[config.mk]
export PLATFORM = sky130hd
export DESIGN_NAME = pattern_driver_monitor
export DESIGN_NICKNAME = d
export VERILOG_FILES = /design/src/rtl/pattern_driver_monitor.sv
export SDC_FILE = /design/constraint.sdc
export NUM_CORES = 1
export LEC_CHECK = 0
export ABC_AREA = 1
export CAP_MARGIN = 20
export CORE_MARGIN = 3
export CORE_UTILIZATION = 45
export CTS_BUF_LIST = sky130_fd_sc_hd__clkbuf_16
export DETAILED_ROUTE_END_ITERATION = 16
export MAX_ROUTING_LAYER = met4
export PLACE_DENSITY = 0.75
export SYNTH_ARGS = -nofsm -noshare
export SYNTH_HDL_FRONTEND = slang
export SYNTH_SLANG_ARGS = --single-unit
[constraint.sdc]
create_clock -name clk -period 1.9 [get_ports clk]
set_clock_uncertainty 0.2 [all_clocks]
set_input_delay 0.285 -clock clk [delete_from_list [all_inputs] [get_ports clk]]
set_output_delay 0.285 -clock clk [all_outputs]
set_load 0.005 [all_outputs]
[src/rtl/pattern_driver_monitor.sv]
// Vector driver and response monitor for a combinational datapath.
// Drives counter/LFSR vectors, buffers responses, folds them into a MISR.
module pattern_driver_monitor #(
  parameter int IN_W = 5,
  parameter int OUT_W = 10,
  parameter int COUNT_W = 8,
  parameter logic [IN_W-1:0] LFSR_SEED = 5'h1F
) (
  input  logic               clk,
  input  logic               rst_n,
  input  logic               start,
  input  logic               mode,
  input  logic [COUNT_W-1:0] num_vectors,
  output logic [IN_W-1:0]    dut_in,
  input  logic [OUT_W-1:0]   dut_out,
  output logic               resp_valid,
  input  logic               resp_ready,
  output logic [OUT_W-1:0]   resp_data,
  output logic [15:0]        signature,
  output logic               busy,
  output logic               done
);

  localparam logic [1:0] S_IDLE  = 2'd0;
  localparam logic [1:0] S_DRIVE = 2'd1;
  localparam logic [1:0] S_DRAIN = 2'd2;
  localparam logic [1:0] S_DONE  = 2'd3;

  localparam logic [IN_W-1:0] SEED_EFF =
    (LFSR_SEED == '0) ? IN_W'(1) : LFSR_SEED;

  logic [1:0]         state;
  logic               mode_r;
  logic [COUNT_W-1:0] num_r;
  logic [COUNT_W-1:0] count;

  logic               adv;
  logic               last;
  logic [IN_W-1:0]    vec_next;
  logic [15:0]        out_ext;
  logic               fb;
  logic [15:0]        misr_next;

  always_comb begin
    adv = !resp_valid || resp_ready;
    last = (count + 1'b1) == num_r;
    vec_next = '0;
    if (mode_r)
      vec_next = {dut_in[IN_W-2:0], dut_in[IN_W-1] ^ dut_in[2]};
    else
      vec_next = dut_in + 1'b1;
    out_ext = '0;
    out_ext[OUT_W-1:0] = dut_out;
    fb = signature[15] ^ signature[14] ^ signature[12] ^ signature[3];
    misr_next = {signature[14:0], fb} ^ out_ext;
  end

  assign busy = (state == S_DRIVE) || (state == S_DRAIN);
  assign done = (state == S_DONE);

  always_ff @(posedge clk or negedge rst_n) begin
    if (!rst_n) begin
      state      <= S_IDLE;
      mode_r     <= 1'b0;
      num_r      <= '0;
      count      <= '0;
      dut_in     <= '0;
      resp_valid <= 1'b0;
      resp_data  <= '0;
      signature  <= '0;
    end else begin
      unique case (state)
        S_IDLE: begin
          if (start) begin
            mode_r    <= mode;
            num_r     <= num_vectors;
            count     <= '0;
            signature <= '0;
            dut_in    <= mode ? SEED_EFF : '0;
            state     <= (num_vectors == '0) ? S_DONE : S_DRIVE;
          end
        end
        S_DRIVE: begin
          // a capture always refills the buffer, so valid stays high
          if (adv) begin
            resp_data  <= dut_out;
            resp_valid <= 1'b1;
            signature  <= misr_next;
            count      <= count + 1'b1;
            dut_in     <= vec_next;
            if (last)
              state <= S_DRAIN;
          end
        end
        S_DRAIN: begin
          if (adv) begin
            resp_valid <= 1'b0;
            state      <= S_DONE;
          end
        end
        S_DONE: state <= S_IDLE;
        default: state <= S_IDLE;
      endcase
    end
  end

endmodule
==> key figures <==
Outcome
  • Outcome: finished with violations
  • Violated checks: negative setup slack

Synth
  • Cell Area, Synth: 0.00257 mm2
  • Post-Syn Nets: 316
  • Top-area cell type share of the netlist area: 49.7%
  • Synth async-reset ratio: between 90% and 100%
  • Synth warnings: 0
  • Cell variety after synth: 30
  • Synth Instances: 287
  • Post-synth top area cell: dfrtp_1
  • EDFF count, synth: 0
  • Share of the yosys chip area belonging to registers: 49.7%
  • Synthesized flop and latch total: between 50 and 60
  • Synth Area per Inst: a little under 9 um2
  • Top post-synthesis cells by area: dfrtp_1 (50%), nand2_1 (8.2%), inv_1 (5.6%)
  • Ys flop type: dfrtp_1

Setup path
  • Crit path arrival time: between 1.5 and 2 ns
  • Startpoint Class: flop
  • R2R setup slack: -0.03 ns
  • Crit path max fanout: 4
  • Critical Path RT: around 1.9 ns
  • CP endpoint kind: flop
  • WS Path Type: flop to flop

Die
  • # rows: 26
  • Core Area: 0.00530 mm2
  • Die ar.: 0.00664 mm2
  • Die Ht: ~82 um
  • Die X: 81.5 um
  • # IOs: 57
  • Initial Utilization: 48.4%

GRT
  • Total global-route track usage: between 20% and 30%
  • Initial antenna violation count: 0
  • Largest net degree at the start of global routing: 35
  • Vias in the first global route: 2,326
  • Global route overflow: 0
  • First-pass GRT wire length: 11,000 um

Clocking
  • Clk slew on worst S/H paths: about 0.07 ns
  • CTS H-Tree Depth: 2
  • Clk sinks: ~50
  • Root Buffer: clkbuf_16
  • Total CTS buffers: 5
  • CTS tree: built
  • CTS Buffer Depth: 2
  • Worst skew pair latency: slightly below 0.3 ns

Layout
  • Final #Nets: just under 400
  • Multi-input combinational cell area: ~0.0012 mm2
  • Commonest non-fill, non-tap cell in the layout: clkdlybuf4s50_1
  • Final Util: a little under 70%
  • Most frequent cells in the layout: clkdlybuf4s50_1 (53), dfrtp_1 (51), nand2_1 (46), inv_1 (35), o21ai_0 (23)
  • Share of cells above drive strength 1: 18.1%
  • P&R area growth vs syn: 42.7%
  • # diodes: 0
  • Storage cell area: 0.00128 mm2
  • Fillers: 403

Placement
  • Placer's final routability congestion estimate: 0.856
  • Hpwl dp: 4640 um
  • Port bufs: 56
  • Pre-CTS setup slack: -0.0616 ns

STA
  • Rel. slew slack: 73.2%
  • Fmax: 0.519 GHz
  • Worst Max-Slew Pin Slew: 0.402 ns
  • RSZ-0062 raised after global routing: yes
  • Fin. max-slew vios: 0
  • Final Hold Viols: 0
  • Setup violations, final: 2
  • Final hold slack: 0.265 ns
  • Period minus WS final: 1.93 ns
  • Setup WS post-layout: -0.0276 ns
  • Tcrit/Tclk final: 101%

Detailed routing
  • Routed vias/inst: 5.25
  • DR iter-0 viols: 143
  • Vias post-DR: 2,279
  • Routed len/inst: 14.7 um
  • WL final: roughly 6400 um
  • ANT nets after route: 0
  • Residual DRC count: 0
  • DRT Pass-1 Iters: 4

Pwr
  • Worst vdd ir: 0.929 mV
  • Total power: 5930 uW
  • Pwr Density: 1620 mW/mm2
  • Leak: 0.00163 uW

Hold path
  • Min-delay worst type: primary input to asynchronous set/reset pin

Run
  • Max_cap viols: 0
## registers in the layout, summed over array words and instances, names as in the netlist
signal	count
count	8
num_r	8
resp_data	10
state	2
signature	16
mode_r	1
dut_in	5
resp_valid	1
## synth_stat cells, drive strengths merged, types with 6 or more instances
cell type,instances
xnor2,11
inv,40
mux2,10
o22ai,11
a21oi,11
nand2,56
o21ai,25
nor2,16
ha,6
nand3,22
xor2,6
dfrtp,51
## layer usage
metal | share of wire (%) | global-route usage (%) | vias up
met3 | 4.4 | 3.84 | 11
met1 | 41 | 26.7 | 1110
met2 | 53 | 38.6 | 56
li1 | - | - | 1102
met4 | 1.5 | 7.09 | 0
met5 | 0 | - | -
## power by group
part / internal [uW] / total [uW] / switching, uW
Clock: 614 / 991 / 377
Combinational: 1650 / 3060 / 1410
Sequential: 1510 / 1880 / 363
## cells by family (layout without fill, tap and decap cells)
logic type,Yosys count,after routing,share of synthesized area (%)
buffers and inverters,45,122,7.02
muxes,10,10,4.39
and+or+nand+nor,100,100,16.9
adders and majority gates,6,6,2.93
DFF,51,51,49.7
xor gates and xnor gates,17,17,5.80
AOI/OAI and AO/OA,58,58,13.2
## critical path: stages, from the launching register on
cell and delay, ns:
dfrtp_1 0.40, buf_6 0.13, ha_4 0.16, nand2_4 0.10, nor2_4 0.06, nand2_1 0.08, nand2_1 0.07, nand3_1 0.08
nand2_1 0.06, nor2_1 0.11, nand3_2 0.10, nand2_2 0.09, nand2_2 0.06, nand2_2 0.08, nand2_1 0.04
## final timing paths
path	startpoint	end	depth (start not counted)
worst min register to register	resp_data[6]	resp_data[6]	1
worst max register to register	count[1]	state[1]	14
worst min-delay path	rst_n	resp_data[6]	2
max in group asynchronous	rst_n	num_r[0]	3
worst max-delay path	count[1]	state[1]	14
min in group clk	resp_data[6]	resp_data[6]	1
## what timing repair did
action | 4_1_cts | 5_1_grt
hold buffers | 1 | 0
endpoints found under the hold margin | 17 | 0
pin swaps | 4 | 11
buffers inserted | 2 | 1
cloned | 0 | 0
endpoints found under the setup margin | 13 | 26
resized for setup | 9 | 24
## stage by stage
stage | area [um2] | instances | setup TNS [ns]
finish | 3660 | 434 | -0.0541
CTS | 3570 | 433 | 0
detailed placement | 3350 | 423 | -0.389
global route | 3660 | 434 | -0.328
floorplan | 2570 | 287 | 0
global placement | 3350 | 423 | -0.0323
## area by class of cell
| type | instances | area share [%] |
|---|---|---|
| sequential | 51 | 34.9 |
| inverter | 40 | 4.10 |
| multi-input combinational | 191 | 33.3 |
| tap | 70 | 2.39 |
| clock inverter | 2 | 1.03 |
| timing repair buffer | 75 | 20.9 |
| clock buffer | 5 | 3.42 |
Note: power is estimated with default switching activity, not from simulation.
